`config.mk`:
```
export PLATFORM = sky130hd
export DESIGN_NAME = rr_arbiter
export DESIGN_NICKNAME = d
export VERILOG_FILES = /design/src/rtl/arb_pkg.sv /design/src/rtl/rr_pick.sv /design/src/rtl/rr_arbiter.sv
export SDC_FILE = /design/constraint.sdc
export NUM_CORES = 1
export LEC_CHECK = 0
export BUFFER_PORTS_ARGS = -buffer_cell sky130_fd_sc_hd__clkbuf_2
export CAP_MARGIN = 20
export CELL_PAD_IN_SITES_DETAIL_PLACEMENT = 1
export CELL_PAD_IN_SITES_GLOBAL_PLACEMENT = 1
export CORE_ASPECT_RATIO = 1.2
export CORE_UTILIZATION = 35
export CTS_BUF_LIST = sky130_fd_sc_hd__clkbuf_8
export DETAILED_ROUTE_END_ITERATION = 6
export PLACE_DENSITY = 0.72
export SLEW_MARGIN = 20
export SYNTH_ARGS = -nofsm -noshare
export SYNTH_HDL_FRONTEND = slang
export SYNTH_SLANG_ARGS = --single-unit
```
`constraint.sdc`:
```
create_clock -name clk -period 2.1 [get_ports clk]
set_input_delay 0.105 -clock clk [delete_from_list [all_inputs] [get_ports clk]]
set_output_delay 0.105 -clock clk [all_outputs]
set_load 0.01 [all_outputs]
```
`src/rtl/arb_pkg.sv`:
```
// Shared types and defaults for the round-robin arbiter.
package arb_pkg;

    typedef enum logic [1:0] {
        IDLE = 2'd0,
        OWN  = 2'd1,
        GAP  = 2'd2
    } arb_state_t;

    localparam int ARB_NREQ_DEF     = 4;
    localparam int ARB_MAX_HOLD_DEF = 16;

    function automatic int arb_idx_w(input int n);
        return (n > 1) ? $clog2(n) : 1;
    endfunction

endpackage

```
`src/rtl/rr_pick.sv`:
```
// Rotating-priority encoder: first requester at or after ptr_i (mod NREQ) wins.
// Purely combinational, no backpressure.
module rr_pick
    import arb_pkg::*;
#(
    parameter  int NREQ = ARB_NREQ_DEF,
    localparam int IW   = arb_idx_w(NREQ)
) (
    input  logic [NREQ-1:0] req_i,
    input  logic [IW-1:0]   ptr_i,
    output logic            found_o,
    output logic [IW-1:0]   winner_o
);

    logic [IW:0]   sum;
    logic [IW-1:0] idx;

    always_comb begin
        found_o  = 1'b0;
        winner_o = '0;
        sum      = '0;
        idx      = '0;
        for (int i = 0; i < NREQ; i++) begin
            // ptr_i and i are both below NREQ, so one subtraction wraps the sum
            sum = {1'b0, ptr_i} + (IW+1)'(i);
            if (sum >= (IW+1)'(NREQ)) begin
                sum = sum - (IW+1)'(NREQ);
            end
            idx = sum[IW-1:0];
            if (!found_o && req_i[idx]) begin
                found_o  = 1'b1;
                winner_o = idx;
            end
        end
    end

endmodule

```
`src/rtl/rr_arbiter.sv`:
```
// Round-robin arbiter with grant locking and one GAP cycle between owners; grant one cycle after req.
// Optional hold-limit preemption under RR_ARBITER_HOLD_LIMIT_EN; requesters hold req until granted.
module rr_arbiter
    import arb_pkg::*;
#(
    parameter  int NREQ     = ARB_NREQ_DEF,
    parameter  int MAX_HOLD = ARB_MAX_HOLD_DEF,
    localparam int IW       = arb_idx_w(NREQ)
) (
    input  logic            clk,
    input  logic            rst,
    input  logic [NREQ-1:0] req,
    output logic [NREQ-1:0] grant,
    output logic            grant_valid,
    output logic [IW-1:0]   grant_id,
    output logic            preempt
);

    if (NREQ < 2 || NREQ > 16 || MAX_HOLD < 1 || MAX_HOLD > 255) begin : g_param_chk
        $error("rr_arbiter: NREQ must be 2..16 and MAX_HOLD 1..255");
    end

    arb_state_t      state_q;
    logic [NREQ-1:0] grant_q;
    logic            grant_vld_q;
    logic [IW-1:0]   grant_id_q;
    logic [IW-1:0]   ptr_q;
    logic [IW-1:0]   ptr_d;

    logic            found;
    logic [IW-1:0]   winner;
    logic            owner_req;
    logic            limit_hit;
    logic            release_own;

    rr_pick #(.NREQ(NREQ)) u_pick (
        .req_i    (req),
        .ptr_i    (ptr_q),
        .found_o  (found),
        .winner_o (winner)
    );

    assign owner_req   = req[grant_id_q];
    assign release_own = (state_q == OWN) && (!owner_req || limit_hit);
    assign ptr_d       = (grant_id_q == IW'(NREQ-1)) ? '0 : grant_id_q + 1'b1;

`ifdef RR_ARBITER_HOLD_LIMIT_EN
    logic [7:0] hold_q;
    logic       preempt_q;

    // hold_q counts completed grant cycles, so the limit trips on the MAX_HOLD-th one
    assign limit_hit = (state_q == OWN) && (hold_q >= 8'(MAX_HOLD - 1));

    always_ff @(posedge clk or negedge rst) begin
        if (!rst) begin
            hold_q    <= '0;
            preempt_q <= 1'b0;
        end else begin
            preempt_q <= limit_hit && owner_req;
            if (state_q != OWN || release_own) begin
                hold_q <= '0;
            end else if (hold_q != 8'(MAX_HOLD)) begin
                hold_q <= hold_q + 8'd1;
            end
        end
    end

    assign preempt = preempt_q;
`else
    assign limit_hit = 1'b0;
    assign preempt   = 1'b0;
`endif

    always_ff @(posedge clk or negedge rst) begin
        if (!rst) begin
            state_q     <= IDLE;
            grant_q     <= '0;
            grant_vld_q <= 1'b0;
            grant_id_q  <= '0;
            ptr_q       <= '0;
        end else begin
            case (state_q)
                IDLE, GAP: begin
                    if (found) begin
                        state_q     <= OWN;
                        grant_q     <= NREQ'(1) << winner;
                        grant_vld_q <= 1'b1;
                        grant_id_q  <= winner;
                    end else begin
                        state_q     <= IDLE;
                    end
                end
                OWN: begin
                    if (release_own) begin
                        state_q     <= GAP;
                        grant_q     <= '0;
                        grant_vld_q <= 1'b0;
                        grant_id_q  <= '0;
                        ptr_q       <= ptr_d;
                    end
                end
                default: begin
                    state_q     <= IDLE;
                    grant_q     <= '0;
                    grant_vld_q <= 1'b0;
                    grant_id_q  <= '0;
                end
            endcase
        end
    end

    assign grant       = grant_q;
    assign grant_valid = grant_vld_q;
    assign grant_id    = grant_id_q;

endmodule

```
==> flow_metrics.tcl <==
set metrics [dict create \
    cts_setup_buffers 0 \
    postLayoutCellArea_um2 682 \
    setup_viol 0 \
    wire_per_inst_um 14.2 \
    grtUsageTotal_pct 18.2 \
    syn-cell-area_um2 553 \
    finalMaxSlewViolations 0 \
    antenna_found_initial 0 \
    cts_buffers 3 \
    synth_cell_types 23 \
    finalNonFillerCells 81 \
    fin_tns_setup_ns 0 \
    overflow 0 \
    coreArea_um2 1460 \
    swShare_pct 36.7 \
    min_from "req[0]" \
    r2r_slack_ns 0.37 \
    vias_per_cell 5.46 \
    clkLatencyLatePin_ns 0.24 \
    final_cell_mix "clkbuf_2 (12), dfrtp_1 (11), inv_1 (5), a22o_1 (5), o21ai_0 (4)" \
    layout.nets 72 \
    cp.arrival_ns 1.86 \
    dp.cells 76 \
    io_buffer_count 12 \
    placed_cell_area_um2 627 \
    grt_pass1_vias 438 \
    fin_crit_sh_pct 82.6 \
    synthesis.nets 55 \
    worst_setup_path_start_kind "flop" \
    ir_drop_mv 0.741 \
    hpwl_um 880 \
    p_seq_share_pct 38.7 \
    worstPathCellList "mux4_2 > nor3b_4 > mux2_4" \
    rsz0062_at_grt "false" \
    ant_nets 0 \
    synthToLayoutAreaGrowth_pct 23.3 \
    status "finished clean" \
    min_to "state_q[0]" \
    maxCapViolCount 0 \
    grt_max_degree 12 \
    cts_tree "done" \
    routed-via-count 442 \
    pre_cts_slack_ns 0.370 \
    cts.path.max_buffers 2 \
    htree_levels 1 \
    syn_inst 48 \
    crit_family "multiplexers" \
    slew-limit-headroom_pct 53.8 \
    avgSynthCellArea_um2 11.5 \
    ios 14 \
    layout_commonest_cell "clkbuf_2" \
    drtIter0Drc 4 \
    yosysWarningCount 0 \
    fin_crit_ns 1.73 \
    synth-seq-cells 11 \
    die-area_um2 1740 \
    path_buf_inv 0 \
    fmaxAchievable_ghz 0.577 \
    worst_hold_path_type "input pin to flop" \
    drc 0 \
    clk_pin_slew_ns 0.05 \
    path_max_fanout 5 \
    worstSetupPathType "flop to flop" \
    std_cell_rows 15 \
    p_sw_mw 0.366 \
    p_per_area_nw_per_um2 1460 \
    cts_num_sinks 11 \
    die_y_um 45.5 \
    r2r_end "ptr_q[1]" \
    reg2reg_depth 3 \
    tightest_slew_ns 0.675 \
    drive_gt1_share_pct 29.7 \
    fp.dieW_um 38.3 \
    finClkSkew_ns 0.00308 \
    critPathSlowestCell "mux4_2" \
    internal_power_mw 0.631 \
    endpoint_kind "flop" \
    p_clk_share_pct 21.2 \
    r2r_start "grant_id[0]" \
    p_comb_share_pct 40.1 \
    ys_seq_area_share_pct 49.8 \
    start_util_pct 37.8 \
    hold_viol 0 \
    max_stage_delay_ns 0.58 \
    dr.pass1.iters 4 \
    worst_slack_ns 0.366 \
    hold_path_depth 3 \
    place.gp.congestion 0.675 \
    crit_required_ns 2.22 \
    grt_first_pass_wirelength_um 2050 \
    leakage_nw 0.341 \
    cts_root_buf "clkbuf_8" \
    num_antenna_cells 0 \
    wirelength_um 1150 \
]
[power groups by stage]
stage	Combinational, mW	Clock, mW	Sequential, mW
6_report	0.400	0.211	0.386
5_1_grt	0.452	0.223	0.405
4_1_cts	0.405	0.214	0.388
3_5_place_dp	0.400	0	0.389
3_3_place_gp	0.394	0	0.385
2_1_floorplan	0.255	0	0.400
[sequential cells by signal, summed over array words and instances (netlist names)]
signal,flops
grant,4
grant_id,2
ptr_q,2
state_q,2
grant_valid,1
[synth_stat cells]
library cell	count	share of area [%]
dfrtp_1	11	50
a22o_1	5	7.9
inv_1	4	2.7
o21ai_0	4	3.6
nor2_1	3	2.0
o21a_1	3	4.1
a21o_1	2	2.7
a2111oi_0	1	1.6
a21oi_1	1	0.90
a221oi_1	1	1.6
buf_4	1	1.4
conb_1	1	0.68
ha_1	1	2.3
mux2_4	1	2.7
mux4_2	1	4.1
nand2_1	1	0.68
nand3b_1	1	1.4
nor2b_1	1	1.1
nor3b_1	1	1.4
nor3b_4	1	3.4
nor4_1	1	1.1
o21ai_2	1	1.6
o21bai_1	1	1.4
[worst min-delay path, cell delays in order]
cell,delay (ns)
clkbuf_2,0.12
nor4_1,0.08
o21ai_0,0.14
[per-layer routing]
| layer | vias up | wire [um] | global-route usage [%] |
|---|---|---|---|
| li1 | 207 | - | - |
| met1 | 218 | 568 | 24.9 |
| met2 | 14 | 507 | 25.8 |
| met3 | 3 | 50 | 5.88 |
| met4 | 0 | 26 | 8.57 |
| met5 | - | 0 | 0 |
[final cells by class]
class                           instances  area [um2]
Clock inverter                          1        3.75
Clock buffer                            3        41.3
Timing Repair Buffer                   13        70.1
Inverter                                4        15.0
Fill cell                             171         782
Multi-Input combinational cell         32         255
Sequential cell                        11         275
Tap cell                               17        21.3
[through the flow]
step                      hold slack, ns  power [mW]  utilization, %
final                              0.237       0.997            46.6
after global routing               0.304        1.08            46.6
after CTS                          0.245        1.01            46.6
after detailed placement         0.00597       0.789            42.8
after global placement         -0.000850       0.779            42.8
after floorplan                   -0.191       0.655               -
[how the worst max path moves through the flow]
stage	from	to	slack [ns]	depth (start not counted)
floorplan	grant_id[0]	ptr_q[1]	0.41	3
global placement	grant_id[0]	ptr_q[1]	0.44	3
detailed placement	grant_id[0]	ptr_q[1]	0.37	3
CTS	grant_id[0]	ptr_q[1]	0.35	3
global route	grant_id[0]	ptr_q[1]	0.27	3
finish	grant_id[0]	ptr_q[1]	0.37	3
[logic make-up (layout without fill, tap and decap cells)]
group                    after synthesis  after routing  share of synthesized area [%]
other                                  1              1                          0.678
flip-flops                            11             11                           49.8
AND/OR/NAND/NOR                        9              9                           11.1
multiplexers                           2              2                           6.79
buffers and inverters                  5             21                           4.07
adder cells (fa/ha/maj)                1              1                           2.26
AO/OA/AOI/OAI                         19             19                           25.3
[repair_timing]
action / CTS / global route
hold endpoints to repair: 11 / 0
hold buffers: 1 / 0
gates resized for setup: 0 / 0
Power figures use the tool's default switching activity.
